--- src/rtl/vga_bus_arbiter.sv ---
// Round-robin arbiter for the shared VGA plot path: grants one drawing client at a time,
// pulses its start, and forwards only that client's pixel stream through one register stage.
module vga_bus_arbiter #(
    parameter int              N_CLIENTS = 4,
    parameter int              TO_W      = 18,
    parameter logic [TO_W-1:0] TIMEOUT   = 18'd200000
) (
    input  logic                    clk,
    input  logic                    resetn,
    input  logic [N_CLIENTS-1:0]    req,
    input  logic [N_CLIENTS-1:0]    done,
    input  logic [8*N_CLIENTS-1:0]  client_x,
    input  logic [8*N_CLIENTS-1:0]  client_y,
    input  logic [24*N_CLIENTS-1:0] client_rgb,
    input  logic [N_CLIENTS-1:0]    client_plot,
    output logic [N_CLIENTS-1:0]    start,
    output logic [2:0]              grant_id,
    output logic                    busy,
    output logic [7:0]              vga_x,
    output logic [7:0]              vga_y,
    output logic [23:0]             vga_rgb,
    output logic                    vga_plot,
    output logic                    timeout_err,
    output logic [2:0]              err_id
);

    typedef enum logic [1:0] {
        S_IDLE,
        S_START,
        S_BUSY,
        S_RELEASE
    } state_t;

    state_t                state_q;
    logic [2:0]            rr_ptr_q;
    logic [TO_W-1:0]       wd_q;
    logic                  done_early_q;
    logic [N_CLIENTS-1:0]  start_q;
    logic [2:0]            grant_id_q;
    logic                  busy_q;
    logic [7:0]            vga_x_q;
    logic [7:0]            vga_y_q;
    logic [23:0]           vga_rgb_q;
    logic                  vga_plot_q;
    logic                  timeout_err_q;
    logic [2:0]            err_id_q;

    logic [2:0]            win_d;
    logic [2:0]            rr_ptr_d;
    logic [2:0]            cand;
    logic                  found;

    logic [7:0]            sel_x;
    logic [7:0]            sel_y;
    logic [23:0]           sel_rgb;
    logic                  sel_plot;
    logic                  sel_done;

    function automatic logic [2:0] wrap_idx(input int v);
        return (v >= N_CLIENTS) ? 3'(v - N_CLIENTS) : 3'(v);
    endfunction

    // First requester at or above rr_ptr, wrapping; the constant double loop keeps indices static.
    always_comb begin
        win_d = rr_ptr_q;
        cand  = '0;
        found = 1'b0;
        for (int i = 0; i < N_CLIENTS; i++) begin
            cand = wrap_idx(int'(rr_ptr_q) + i);
            for (int j = 0; j < N_CLIENTS; j++) begin
                if (!found && cand == 3'(j) && req[j]) begin
                    found = 1'b1;
                    win_d = cand;
                end
            end
        end
        rr_ptr_d = wrap_idx(int'(win_d) + 1);
    end

    always_comb begin
        sel_x    = '0;
        sel_y    = '0;
        sel_rgb  = '0;
        sel_plot = 1'b0;
        sel_done = 1'b0;
        for (int i = 0; i < N_CLIENTS; i++) begin
            if (grant_id_q == 3'(i)) begin
                sel_x    = client_x[8*i +: 8];
                sel_y    = client_y[8*i +: 8];
                sel_rgb  = client_rgb[24*i +: 24];
                sel_plot = client_plot[i];
                sel_done = done[i];
            end
        end
    end

    always_ff @(posedge clk or negedge resetn) begin
        if (!resetn) begin
            state_q       <= S_IDLE;
            rr_ptr_q      <= '0;
            wd_q          <= '0;
            done_early_q  <= 1'b0;
            start_q       <= '0;
            grant_id_q    <= '0;
            busy_q        <= 1'b0;
            vga_x_q       <= '0;
            vga_y_q       <= '0;
            vga_rgb_q     <= '0;
            vga_plot_q    <= 1'b0;
            timeout_err_q <= 1'b0;
            err_id_q      <= '0;
        end else begin
            if (state_q == S_START || state_q == S_BUSY) begin
                vga_x_q    <= sel_x;
                vga_y_q    <= sel_y;
                vga_rgb_q  <= sel_rgb;
                vga_plot_q <= sel_plot;
            end else begin
                vga_plot_q <= 1'b0;
            end

            case (state_q)
                S_IDLE: begin
                    if (|req) begin
                        state_q    <= S_START;
                        grant_id_q <= win_d;
                        rr_ptr_q   <= rr_ptr_d;
                        start_q    <= {{(N_CLIENTS-1){1'b0}}, 1'b1} << win_d;
                        busy_q     <= 1'b1;
                    end
                end
                S_START: begin
                    state_q      <= S_BUSY;
                    start_q      <= '0;
                    wd_q         <= '0;
                    // A client may finish before its first busy cycle; remember it.
                    done_early_q <= sel_done;
                end
                S_BUSY: begin
                    if (sel_done || done_early_q) begin
                        state_q <= S_RELEASE;
                    end else if (wd_q == TIMEOUT - TO_W'(1)) begin
                        state_q       <= S_RELEASE;
                        timeout_err_q <= 1'b1;
                        err_id_q      <= grant_id_q;
                    end else begin
                        wd_q <= wd_q + TO_W'(1);
                    end
                end
                S_RELEASE: begin
                    state_q <= S_IDLE;
                    busy_q  <= 1'b0;
                end
                default: state_q <= S_IDLE;
            endcase
        end
    end

    assign start       = start_q;
    assign grant_id    = grant_id_q;
    assign busy        = busy_q;
    assign vga_x       = vga_x_q;
    assign vga_y       = vga_y_q;
    assign vga_rgb     = vga_rgb_q;
    assign vga_plot    = vga_plot_q;
    assign timeout_err = timeout_err_q;
    assign err_id      = err_id_q;

endmodule

--- config.mk ---
export PLATFORM = sky130hd
export DESIGN_NAME = vga_bus_arbiter
export DESIGN_NICKNAME = d
export VERILOG_FILES = /design/src/rtl/vga_bus_arbiter.sv
export SDC_FILE = /design/constraint.sdc
export NUM_CORES = 1
export LEC_CHECK = 0
export ABC_AREA = 0
export BUFFER_PORTS_ARGS = -buffer_cell sky130_fd_sc_hd__buf_4
export CAP_MARGIN = 20
export CORE_ASPECT_RATIO = 0.75
export CORE_MARGIN = 4
export CORE_UTILIZATION = 51
export CTS_CLUSTER_SIZE = 12
export DETAILED_ROUTE_END_ITERATION = 8
export PLACE_DENSITY = 0.89
export SYNTH_ARGS = -nofsm -noshare
export SYNTH_HDL_FRONTEND = slang
export SYNTH_SLANG_ARGS = --single-unit
--- constraint.sdc ---
create_clock -name clk -period 4.65 [get_ports clk]
set_clock_uncertainty 0.05 [all_clocks]
set_input_delay 0.2325 -clock clk [delete_from_list [all_inputs] [get_ports clk]]
set_output_delay 0.2325 -clock clk [all_outputs]
set_load 0.1 [all_outputs]
Yosys cells after proc, flatten, opt, wreduce, memory -nomap -nowiden
Index checks and enable logic that the tools add are counted.

Flip-flop bits (word level): 77. Bits in latches: 0. RAM bits: 0. Memory bits (read-only): 0. Memories kept: 0.

Add/subtract/negate cells: 10. Multipliers: 0. Divide/modulo/power cells: 0. $lt $le $gt $ge: 5. Equality and inequality tests: 23. Shifts and indexed selects: 1. Mux-type cells: 68. Bitwise operators: 1. Reduce and logical (&&, ||, !) cells: 64.

Operators by type and width (number): two-way mux 24 bit (4); two-way mux 8 bit (8); two-way mux 3 bit (21); two-way mux 18 bit (2); one-hot mux 18 bit (2 select lines) (1); logical AND 1 bit (31); equality test 3 x 2 -> 1 bit, second input constant (10); two-way mux 1 bit (25); adder 18 x 1 -> 18 bit, second input constant (1); equality test 18 bit, second input constant (1); greater-or-equal comparator 4 x 3 -> 1 bit, second input constant (4); equality test 3 x 1 -> 1 bit, second input constant (5); logical NOT 1 bit (15); logical NOT 3 bit (5); subtractor 3 bit, second input constant (5); adder 3 x 1 -> 4 bit, second input constant (2); adder 3 x 2 -> 4 bit, second input constant (2); one-hot mux 2 bit (4 select lines) (1); one-hot mux 4 bit (2 select lines) (1); AND reduction 2 bit (4); two-way mux 2 bit (3); != test 2 bit, second input constant (3); AND reduction 3 bit (2); nonzero test 2 bit (3); other kinds (11) (13).

Longest topological paths before layout
Gate-level depths: netlist of run 1.

Depth in word-level cells: 68. Depth in mapped cells: 12. Gate-level depth less buffers: 12.

Worst setup path before layout of run 1
OpenSTA, ideal clock, no wires.

Path kind: register to register. From: register rr_ptr_q[1]. To: register rr_ptr_q[2]. Arrival: 2.953 ns. Path slack: 1.536 ns. Cell stages (with the launch flop): 12. Path buffers: 0. Cell sequence: dfrtp_1 -> inv_1 -> ha_1 -> a222oi_1 -> nand3_1 -> a21o_1 -> a311oi_1 -> inv_1 -> ha_1 -> ha_1 -> nand3_1 -> o41ai_1.

Word-level cells in the longest chain between the ends: 68. Elaborated cells on any way between the ends: 112.

Ends and longest elaborated chain: start: declaration (line 35) `logic [2:0] rr_ptr_q;`; start signal: assignment (line 127) `rr_ptr_q <= rr_ptr_d;`; subtractor 3 bit / greater-or-equal comparator 3 bit (equally long branches) (line 60) `return (v >= N_CLIENTS) ? 3'(v - N_CLIENTS) : 3'(v);`; two-way mux 3 bit (line 60); logical NOT 3 bit (line 71) `if (!found && cand == 3'(j) && req[j]) begin`; logical AND 1 bit (line 71); two-way mux 1 bit (line 71); logical NOT 1 bit (line 71); logical AND 1 bit (2 in series) (line 71); two-way mux 1 bit (line 71); [51 not listed]; two-way mux 1 bit (line 71); logical NOT 1 bit (line 71); logical AND 1 bit (2 in series) (line 71); two-way mux 3 bit * (line 71); net win_d[1] (line 48) `logic [2:0] win_d;`; adder 3 x 1 -> 4 bit * (line 77) `rr_ptr_d = wrap_idx(int'(win_d) + 1);`; greater-or-equal comparator 4 x 3 -> 1 bit / subtractor 3 bit (equally long branches) (line 60); two-way mux 3 bit * (line 60).

Mark *: on every way through the listed nets, which the timed path passes. The rest lies on a longest branch. A chain may end at the register's enable or synchronous reset.

Final worst setup path of run 1
Ends and elaborated chain as after synthesis.

==> flow_metrics.env, run 1 <==
export IMPL_yosys_register_bits=77
export IMPL_average_wire_per_standard_cell_um=19.1
export IMPL_routed_wl_um=15400
export IMPL_tritoncts="done"
export IMPL_transition_time_at_the_pin_with_the_least_slew_margin_ns=0.952
export IMPL_powerDensity_nw_per_um2=814
export IMPL_floorplan_initialDensity_pct=52.5
export IMPL_maxClockFrequency_mhz=261
export IMPL_p_sw_share_pct=56.2
export IMPL_grt_overflow_total=0
export IMPL_synth_area_per_cell_um2=10.5
export IMPL_ir_worst_vdd_v=0.000673
export IMPL_fp_dieH_um=91.7
export IMPL_pins_over_slew_limit=0
export IMPL_power_combinational_fraction_pct=67.7
export IMPL_switching_power_w=0.00315
export IMPL_first_global_vias=4790
export IMPL_grt_pass1_wl_um=24300
export IMPL_asyncSetResetFlopFracSynth_pct=100
export IMPL_design_core_area_um2=9080
export IMPL_timing_final_crit_period_ns=3.84
export IMPL_post_cts_setup_buffers=0
export IMPL_place_port_buffers=226
export IMPL_min_path_type="input pin to async pin"
export IMPL_cp_max_fo=11
export IMPL_leakagePower_nw=3.25
export IMPL_die_width_um=120
export IMPL_antenna_left=0
export IMPL_relSlewSlack_pct=36.5
export IMPL_worstSkewPairLatency_ns=0.33
export IMPL_violations="negative hold slack"
export IMPL_pwr_total_w=0.00560
export IMPL_post_route_cells_drive_above_1_share_pct=44.0
export IMPL_global_route_usage_sum_pct=28.2
export IMPL_synth_most_common_cell="sky130_fd_sc_hd__dfrtp_1"
export IMPL_sum_of_negative_setup_slack_ns=0
export IMPL_antenna_violations_before_repair=0
export IMPL_nets=865
export IMPL_clk_root_buffer_cell="sky130_fd_sc_hd__clkbuf_16"
export IMPL_num_clock_sinks=77
export IMPL_hold_slack_ns=-0.0209
export IMPL_route_vias_total=4573
export IMPL_pwr_share_seq_pct=19.6
export IMPL_critPathKind="flip-flop to flip-flop"
export IMPL_netlist_instances=456
export IMPL_cts_max_path_buffers=2
export IMPL_rsz0062_at_grt="no"
export IMPL_synth_enable_flop_cells=0
export IMPL_design_die_area_um2=11000
export IMPL_final_period_utilization_pct=82.6
export IMPL_post_synth_num_cell_types=47
export IMPL_run_status="finished, violations left"
export IMPL_number_of_levels_in_the_clock_h_tree=3
export IMPL_p_int_w=0.00245
export IMPL_end_kind="flip-flop"
export IMPL_synthDominantAreaCellType="sky130_fd_sc_hd__dfrtp_1"
export IMPL_number_of_synthesis_warnings=0
export IMPL_cts_hold_buffers_added=0
export IMPL_part_of_the_yosys_area_used_for_sequential_elements_pct=40.4
export IMPL_cts_buffers=9
export IMPL_synth_top_cells_by_count="sky130_fd_sc_hd__dfrtp_1, sky130_fd_sc_hd__nand2_1, sky130_fd_sc_hd__o21ai_0"
export IMPL_cts_reportedPaths_clkPinSlew_ns=0.06
export IMPL_mappedNetlistNets=648
export IMPL_finalHoldViolCount=11
export IMPL_pin_count_of_the_biggest_net_entering_global_routing=78
export IMPL_num_antenna_cells=0
export IMPL_cts_resized_gates=0
export IMPL_layout_stage_area_growth_over_the_synthesis_result_pct=44.2
export IMPL_detailedRoute_firstIterationViolations=252
export IMPL_first_pass_iters=5
export IMPL_layout_filler_cells=585
export IMPL_dp_hpwl_um=11700
export IMPL_synth_top_cells_by_area="sky130_fd_sc_hd__dfrtp_1, sky130_fd_sc_hd__mux4_2, sky130_fd_sc_hd__o21ai_0"
export IMPL_synth_ff_type="sky130_fd_sc_hd__dfrtp_1"
export IMPL_place_gp_congestion=0.883
export IMPL_synth_area_um2=4770
export IMPL_drc=0
export IMPL_synth_top_cell_area_share_pct=40.4
export IMPL_std_cell_rows=30
export IMPL_maxCapViolations=0
export IMPL_setup_worst_path_start_class="flip-flop"
export IMPL_floorplan_io_pins=227
export IMPL_setup_viol=0
export IMPL_clock_power_share_pct=12.8
export IMPL_critPathArrivalTime_ns=4.01
export IMPL_worst_ep_required_time_ns=4.82
export IMPL_drt_vias_per_instance=5.67
[layout by cell type, fill, tap and decap left out, types with 11 or more instances in the layout]
| cell type | instances |
|---|---|
| sky130_fd_sc_hd__buf_4 | 231 |
| sky130_fd_sc_hd__ha_1 | 18 |
| sky130_fd_sc_hd__mux4_2 | 41 |
| sky130_fd_sc_hd__dfrtp_1 | 75 |
| sky130_fd_sc_hd__nor2_1 | 17 |
| sky130_fd_sc_hd__xnor2_1 | 15 |
| sky130_fd_sc_hd__nand2_1 | 64 |
| sky130_fd_sc_hd__inv_1 | 55 |
| sky130_fd_sc_hd__o21ai_0 | 60 |
| sky130_fd_sc_hd__a211oi_1 | 11 |
| sky130_fd_sc_hd__nand3_1 | 11 |
[critical path, stage by stage, from the launching register on]
cell and delay [ns]:
sky130_fd_sc_hd__dfrtp_1 0.54, sky130_fd_sc_hd__inv_1 0.20, sky130_fd_sc_hd__ha_1 0.27, sky130_fd_sc_hd__a222oi_1 0.58, sky130_fd_sc_hd__nand3_1 0.22, sky130_fd_sc_hd__a21o_1 0.24, sky130_fd_sc_hd__a311oi_1 0.64, sky130_fd_sc_hd__inv_1 0.15
sky130_fd_sc_hd__ha_1 0.24, sky130_fd_sc_hd__ha_1 0.27, sky130_fd_sc_hd__nand3_1 0.07, sky130_fd_sc_hd__o41ai_1 0.25
[area by class of cell]
| class | count | area, um2 | area share, % |
|---|---|---|---|
| inverters | 55 | 206 | 3.00 |
| repair buffers | 231 | 1730 | 25.2 |
| well taps | 128 | 160 | 2.33 |
| multi-input cells | 299 | 2530 | 36.8 |
| clock buffers | 13 | 270 | 3.93 |
| clock inverters | 3 | 42.5 | 0.619 |
| flip-flops and latches | 77 | 1930 | 28.1 |
[cell families after synthesis]
family	share of synthesized area (%)
compound gates	14.1
xor+xnor	2.76
fa+ha+maj	4.73
buf+inv	6.51
flops	40.4
mux	20.5
simple gates	10.9
[routing by layer]
metal	global-route usage [%]	part of all wire [%]
met3	9.80	8.4
met1	33.3	38
met4	10.3	3.6
met5	0	0
met2	47.8	50
[power by group through the flow]
stage                     logic (W)  clock network, W  registers, W
after floorplan             0.00147                 0       0.00249
after global placement      0.00364                 0       0.00108
after detailed placement    0.00375                 0       0.00110
after CTS                   0.00378          0.000723       0.00109
after global routing        0.00402          0.000757       0.00112
final                       0.00379          0.000715       0.00109
[per-stage QoR]
| step | instances | util [%] | hold WS, ns | setup slack [ns] | cell area, um2 |
|---|---|---|---|---|---|
| after floorplan | 456 | - | -0.113 | 1.54 | 4770 |
| after global placement | 789 | 72.1 | 0.377 | 1.32 | 6550 |
| after detailed placement | 789 | 72.1 | 0.394 | 0.943 | 6550 |
| after CTS | 805 | 75.6 | 0.0339 | 0.922 | 6870 |
| after global routing | 806 | 75.7 | 0.0802 | 0.616 | 6870 |
| final | 806 | 75.7 | -0.0209 | 0.811 | 6870 |
[worst paths after layout]
check / start / end / slack [ns] / cells after the start
max: rr_ptr_q[1] / rr_ptr_q[2] / 0.81 / 11
min: resetn / vga_rgb[0] / -0.02 / 1
max reg2reg: rr_ptr_q[1] / rr_ptr_q[2] / 0.81 / 11
min reg2reg: err_id[2] / err_id[2] / 0.45 / 2
max in group asynchronous: resetn / grant_id[1] / 3.87 / 1
min in group clk: client_plot[1] / vga_plot / 0.16 / 3
[sequential cells by signal (all words and copies together), names as in the netlist]
name          flops
state_q           2
busy              1
done_early_q      1
vga_y             8
vga_x             8
start             4
timeout_err       1
rr_ptr_q          3
vga_rgb          24
err_id            3
vga_plot          1
wd_q             18
grant_id          3
No activity file was read; power rests on OpenSTA's default activity.
==> run 2, diff against run 1 <==
--- a/config.mk
+++ b/config.mk
@@ -10,10 +10,10 @@
 export CAP_MARGIN = 20
 export CORE_ASPECT_RATIO = 0.75
 export CORE_MARGIN = 4
-export CORE_UTILIZATION = 51
+export CORE_UTILIZATION = 47
 export CTS_CLUSTER_SIZE = 12
 export DETAILED_ROUTE_END_ITERATION = 8
-export PLACE_DENSITY = 0.89
+export PLACE_DENSITY = 0.83
 export SYNTH_ARGS = -nofsm -noshare
 export SYNTH_HDL_FRONTEND = slang
 export SYNTH_SLANG_ARGS = --single-unit
==> constraint.sdc (replaced) <==
create_clock -name clk -period 3.6 [get_ports clk]
set_clock_uncertainty 0.05 [all_clocks]
set_input_delay 0.18 -clock clk [delete_from_list [all_inputs] [get_ports clk]]
set_output_delay 0.18 -clock clk [all_outputs]
set_load 0.1 [all_outputs]
==> flow_metrics.env, run 2 (synthesis results as in run 1) <==
export IMPL_largest_register_ffs=24
export IMPL_antenna_left=0
export IMPL_route_vias_total=4514
export IMPL_critPathArrivalTime_ns=3.43
export IMPL_dp_hpwl_um=11000
export IMPL_grt_pass1_wl_um=23000
export IMPL_routed_wl_um=14600
export IMPL_first_global_vias=4673
export IMPL_critical_path_cell_list="inv_1, ha_1, a22o_1, o21ai_0, a31oi_1, o21ai_0, xnor2_1, inv_1, ha_1, ha_1, nand3_1, o41ai_1"
export IMPL_min_path_type="input pin to flip-flop"
export IMPL_design_die_area_um2=11800
export IMPL_drt_vias_per_instance=5.56
export IMPL_sum_of_negative_setup_slack_ns=0
export IMPL_hold_slack_ns=0.189
export IMPL_average_wire_per_standard_cell_um=17.9
export IMPL_most_common_layout_cells="sky130_fd_sc_hd__buf_4, sky130_fd_sc_hd__dfrtp_1, sky130_fd_sc_hd__nand2_1"
export IMPL_run_status="completed"
export IMPL_global_route_usage_sum_pct=24.0
export IMPL_grt_overflow_total=0
export IMPL_timing_final_crit_period_ns=3.25
export IMPL_pins_over_slew_limit=0
export IMPL_transition_time_at_the_pin_with_the_least_slew_margin_ns=0.950
export IMPL_place_port_buffers=226
export IMPL_cts_buffers=9
export IMPL_place_gp_congestion=0.969
export IMPL_antenna_violations_before_repair=0
export IMPL_floorplan_io_pins=227
export IMPL_worst_ep_required_time_ns=3.77
export IMPL_leakagePower_nw=3.24
export IMPL_fp_dieH_um=95.2
export IMPL_ir_worst_vdd_v=0.000556
export IMPL_post_route_cells_drive_above_1_share_pct=44.4
export IMPL_reg2regPathDepth=12
export IMPL_pin_count_of_the_biggest_net_entering_global_routing=78
export IMPL_first_pass_iters=6
export IMPL_cts_reportedPaths_clkPinSlew_ns=0.06
export IMPL_end_kind="flip-flop"
export IMPL_layout_stage_area_growth_over_the_synthesis_result_pct=44.6
export IMPL_setup_viol=0
export IMPL_timing_critical_path_mode_cell="sky130_fd_sc_hd__ha_1"
export IMPL_die_width_um=124
export IMPL_timing_hold_worst_path_depth=3
export IMPL_maxCapViolations=0
export IMPL_std_cell_rows=31
export IMPL_finalHoldViolCount=0
export IMPL_cp_max_fo=11
export IMPL_cp_slowest_stage_delay_ns=0.47
export IMPL_critPathKind="flip-flop to flip-flop"
export IMPL_worstSkewPairLatency_ns=0.32
export IMPL_reg2reg_setup_slack_ns=0.35
export IMPL_clk_root_buffer_cell="sky130_fd_sc_hd__clkbuf_16"
export IMPL_dpl_instance_area_um2=6580
export IMPL_pwr_total_w=0.00722
export IMPL_powerDensity_nw_per_um2=1050
export IMPL_setup_worst_path_start_class="flip-flop"
export IMPL_num_antenna_cells=0
export IMPL_num_clock_sinks=77
export IMPL_final_cell_area_um2=6890
export IMPL_final_common_cell="sky130_fd_sc_hd__buf_4"
export IMPL_cpMaxStageDelayCell="sky130_fd_sc_hd__dfrtp_2"
export IMPL_design_core_area_um2=9770
export IMPL_relSlewSlack_pct=36.6
export IMPL_drc=0
export IMPL_tritoncts="done"
export IMPL_cts_max_path_buffers=2
export IMPL_nets=868
export IMPL_final_period_utilization_pct=90.4
export IMPL_number_of_levels_in_the_clock_h_tree=3
export IMPL_floorplan_initialDensity_pct=48.8
export IMPL_detailedRoute_firstIterationViolations=333
export IMPL_maxClockFrequency_mhz=307
export IMPL_rsz0062_at_grt="no"
## run 2: cell count changes in the layout (fill, tap and decap cells not counted)
cell and delta:
sky130_fd_sc_hd__dfrtp_2 +2, sky130_fd_sc_hd__nor2b_2 -1, sky130_fd_sc_hd__clkbuf_1 -1, sky130_fd_sc_hd__dfrtp_1 -2, sky130_fd_sc_hd__dlygate4sd3_1 +1, sky130_fd_sc_hd__clkbuf_8 -3
sky130_fd_sc_hd__nor2b_4 +1, sky130_fd_sc_hd__clkinvlp_4 +3, sky130_fd_sc_hd__buf_4 +2
## run 2: cell type report
cell class,count,area [um2]
Multi-Input combinational cell,299,2540
Clock buffer,9,225
Sequential cell,77,1930
Fill cell,756,2890
Tap cell,132,165
Inverter,55,206
Timing Repair Buffer,234,1760
Clock inverter,6,65.1
## run 2: where the power goes
group	internal, W	switching [W]	leakage, nW	total [W]
combinational	0.00142	0.00352	2.13	0.00494
sequential	0.00120	0.000202	0.979	0.00140
clock	0.000531	0.000348	0.130	0.000879
## run 2: path summary, 6_finish.rpt
check                          startpoint          end
min                        client_plot[1]     vga_plot
min reg2reg                   timeout_err  timeout_err
min in group asynchronous          resetn   vga_rgb[2]
max reg2reg                   rr_ptr_q[1]  rr_ptr_q[2]
max in group asynchronous          resetn  rr_ptr_q[0]
max                           rr_ptr_q[1]  rr_ptr_q[2]
## run 2: through the flow
stage | std cells | setup slack, ns | util (%)
after floorplan | 456 | 0.486 | -
after global placement | 795 | 0.496 | 67.3
after detailed placement | 795 | 0.264 | 67.3
after CTS | 811 | 0.214 | 70.4
after global routing | 812 | 0.104 | 70.5
final | 812 | 0.345 | 70.5
## run 2: worst max-delay path, delay by kind of cell (launching register included)
family	cells	cell delay (ns)
xor+xnor	1	0.30
flops	1	0.47
simple gates	1	0.08
fa+ha+maj	3	0.75
compound gates	5	1.18
buf+inv	2	0.31
## run 2: layer usage
layer	up-vias	global-route usage (%)	part of all wire, %
li1	2056	-	-
met1	2199	29.6	39
met2	227	42.5	52
met3	32	6.49	7.8
met4	0	6.48	2.0
met5	-	0	0
## run 2: repair_timing
action | 4_1_cts | 5_1_grt
hold endpoints to repair | 45 | 0
setup buffers | 0 | 1
hold buffers | 1 | 0
endpoints found under the setup margin | 0 | 1
resized for setup | 0 | 2
==> run 3, diff against run 2 <==
--- a/config.mk
+++ b/config.mk
@@ -9,11 +9,11 @@
 export BUFFER_PORTS_ARGS = -buffer_cell sky130_fd_sc_hd__buf_4
 export CAP_MARGIN = 20
 export CORE_ASPECT_RATIO = 0.75
-export CORE_MARGIN = 4
 export CORE_UTILIZATION = 47
 export CTS_CLUSTER_SIZE = 12
 export DETAILED_ROUTE_END_ITERATION = 8
 export PLACE_DENSITY = 0.83
+export RECOVER_POWER = 100
 export SYNTH_ARGS = -nofsm -noshare
 export SYNTH_HDL_FRONTEND = slang
 export SYNTH_SLANG_ARGS = --single-unit
==> flow_metrics.env, run 3 (synthesis results as in run 1) <==
export IMPL_num_clock_sinks=77
export IMPL_grt_busiest_layer="met2"
export IMPL_grt_overflow_total=0
export IMPL_area_sequential_um2=1930
export IMPL_design_die_area_um2=10600
export IMPL_first_global_vias=4359
export IMPL_switching_power_w=0.00403
export IMPL_end_kind="flip-flop"
export IMPL_drc=0
export IMPL_setup_viol=0
export IMPL_grt_pass1_wl_um=21400
export IMPL_place_port_buffers=226
export IMPL_place_gp_congestion=0.904
export IMPL_timing_final_crit_period_ns=3.30
export IMPL_critPathArrivalTime_ns=3.46
export IMPL_most_common_layout_cells="sky130_fd_sc_hd__buf_4, sky130_fd_sc_hd__dfrtp_1, sky130_fd_sc_hd__nand2_1"
export IMPL_transition_time_at_the_pin_with_the_least_slew_margin_ns=1.85
export IMPL_worst_ep_required_time_ns=3.76
export IMPL_groute_layer_met1_usage_pct=32.7
export IMPL_setup_worst_path_start_class="flip-flop"
export IMPL_maxCapViolations=2
export IMPL_powerDensity_nw_per_um2=1050
export IMPL_leakagePower_nw=3.06
export IMPL_pwr_share_seq_pct=19.8
export IMPL_dp_hpwl_um=10800
export IMPL_post_route_cells_drive_above_1_share_pct=36.2
export IMPL_min_path_type="input pin to flip-flop"
export IMPL_relSlewSlack_pct=-23.5
export IMPL_pins_over_slew_limit=124
export IMPL_layout_stage_area_growth_over_the_synthesis_result_pct=40.6
export IMPL_clk_root_buffer_cell="sky130_fd_sc_hd__clkbuf_16"
export IMPL_die_width_um=118
export IMPL_power_combinational_fraction_pct=66.5
export IMPL_tritoncts="done"
export IMPL_violations="max-capacitance violations, max-slew violations"
export IMPL_layout_filler_cells=761
export IMPL_route_vias_total=4447
export IMPL_critPathKind="flip-flop to flip-flop"
export IMPL_multi_input_area_um2=2530
export IMPL_std_cell_rows=31
export IMPL_num_antenna_cells=0
export IMPL_nets=867
export IMPL_worstSkewPairLatency_ns=0.33
export IMPL_hold_slack_ns=0.117
export IMPL_run_status="finished, violations left"
export IMPL_floorplan_io_pins=227
export IMPL_final_period_utilization_pct=91.7
export IMPL_fp_dieH_um=89.2
export IMPL_p_sw_share_pct=57.3
export IMPL_cp_max_fo=11
export IMPL_sum_of_negative_setup_slack_ns=0
export IMPL_rsz0062_at_grt="no"
export IMPL_design_core_area_um2=9740
export IMPL_cts_buffers=9
export IMPL_drt_vias_per_instance=5.48
export IMPL_finalHoldViolCount=0
export IMPL_antenna_violations_before_repair=0
export IMPL_finish_utilization_pct=68.8
export IMPL_routed_wl_um=14200
export IMPL_maxClockFrequency_mhz=303
export IMPL_met3_global_route_usage_pct=6.95
export IMPL_clock_power_share_pct=13.7
export IMPL_cts_max_path_buffers=2
export IMPL_cts_reportedPaths_clkPinSlew_ns=0.06
export IMPL_number_of_levels_in_the_clock_h_tree=3
export IMPL_pin_count_of_the_biggest_net_entering_global_routing=78
export IMPL_average_wire_per_standard_cell_um=17.5
export IMPL_global_route_usage_sum_pct=26.4
export IMPL_floorplan_initialDensity_pct=49.0
export IMPL_p_int_w=0.00300
export IMPL_final_common_cell="sky130_fd_sc_hd__buf_4"
export IMPL_largest_register_ffs=24
export IMPL_first_pass_iters=4
export IMPL_ir_worst_vdd_v=0.000710
export IMPL_detailedRoute_firstIterationViolations=322
export IMPL_met2_use_gr_pct=46.6
export IMPL_antenna_left=0
==> run 3: path summary, 6_finish.rpt <==
check | startpoint | to | slack (ns) | cells past startpoint
worst max-delay path | rr_ptr_q[1] | rr_ptr_q[2] | 0.30 | 11
worst min-delay path | client_plot[3] | vga_plot | 0.12 | 3
worst max register to register | rr_ptr_q[1] | rr_ptr_q[2] | 0.30 | 11
worst min register to register | err_id[2] | err_id[2] | 0.44 | 2
max in group asynchronous | resetn | grant_id[1] | 1.40 | 2
min in group asynchronous | resetn | vga_rgb[6] | 0.87 | 2
==> run 3: area by class of cell <==
type / count / area share, %
Multi-Input combinational cell: 299 / 37.7
Tap cell: 132 / 2.46
Timing Repair Buffer: 233 / 23.0
Sequential cell: 77 / 28.8
Clock inverter: 2 / 0.560
Clock buffer: 14 / 4.39
Inverter: 55 / 3.08
==> run 3: per-stage QoR <==
stage / std cells / cell area, um2 / worst slack (ns) / power, W
floorplan: 456 / 4770 / 0.486 / 0.00512
global placement: 795 / 6570 / 0.498 / 0.00614
detailed placement: 795 / 6570 / 0.278 / 0.00629
CTS: 812 / 6920 / 0.248 / 0.00727
global route: 812 / 6700 / 0.140 / 0.00743
finish: 812 / 6700 / 0.299 / 0.00703
==> run 3: power by group through the flow <==
stage	Combinational [W]	Sequential [W]	Clock (W)
global placement	0.00475	0.00139	0
detailed placement	0.00489	0.00140	0
finish	0.00468	0.00139	0.000961
global route	0.00497	0.00143	0.00102
CTS	0.00490	0.00140	0.000977
floorplan	0.00190	0.00322	0
==> run 3: layer usage <==
layer,vias up,routed length (um)
li1,2062,-
met4,0,266
met1,2114,5410
met2,240,7260
met3,31,1290
met5,-,0
==> run 3: repair_timing <==
item,CTS,global route
setup endpoints to repair,0,1
setup buffers,0,0
gates resized for setup,0,2
hold endpoints to repair,76,0
hold buffers,1,0
==> run 3: worst max-delay path, cell delays in order, from the launching register on <==
cell and delay (ns):
sky130_fd_sc_hd__dfrtp_2 0.47, sky130_fd_sc_hd__inv_1 0.15, sky130_fd_sc_hd__ha_1 0.27, sky130_fd_sc_hd__a222oi_1 0.46, sky130_fd_sc_hd__nand3_1 0.21, sky130_fd_sc_hd__o21ai_0 0.29, sky130_fd_sc_hd__xnor2_1 0.29, sky130_fd_sc_hd__inv_1 0.14
sky130_fd_sc_hd__ha_1 0.23, sky130_fd_sc_hd__ha_1 0.27, sky130_fd_sc_hd__nand3_1 0.07, sky130_fd_sc_hd__o41ai_1 0.28
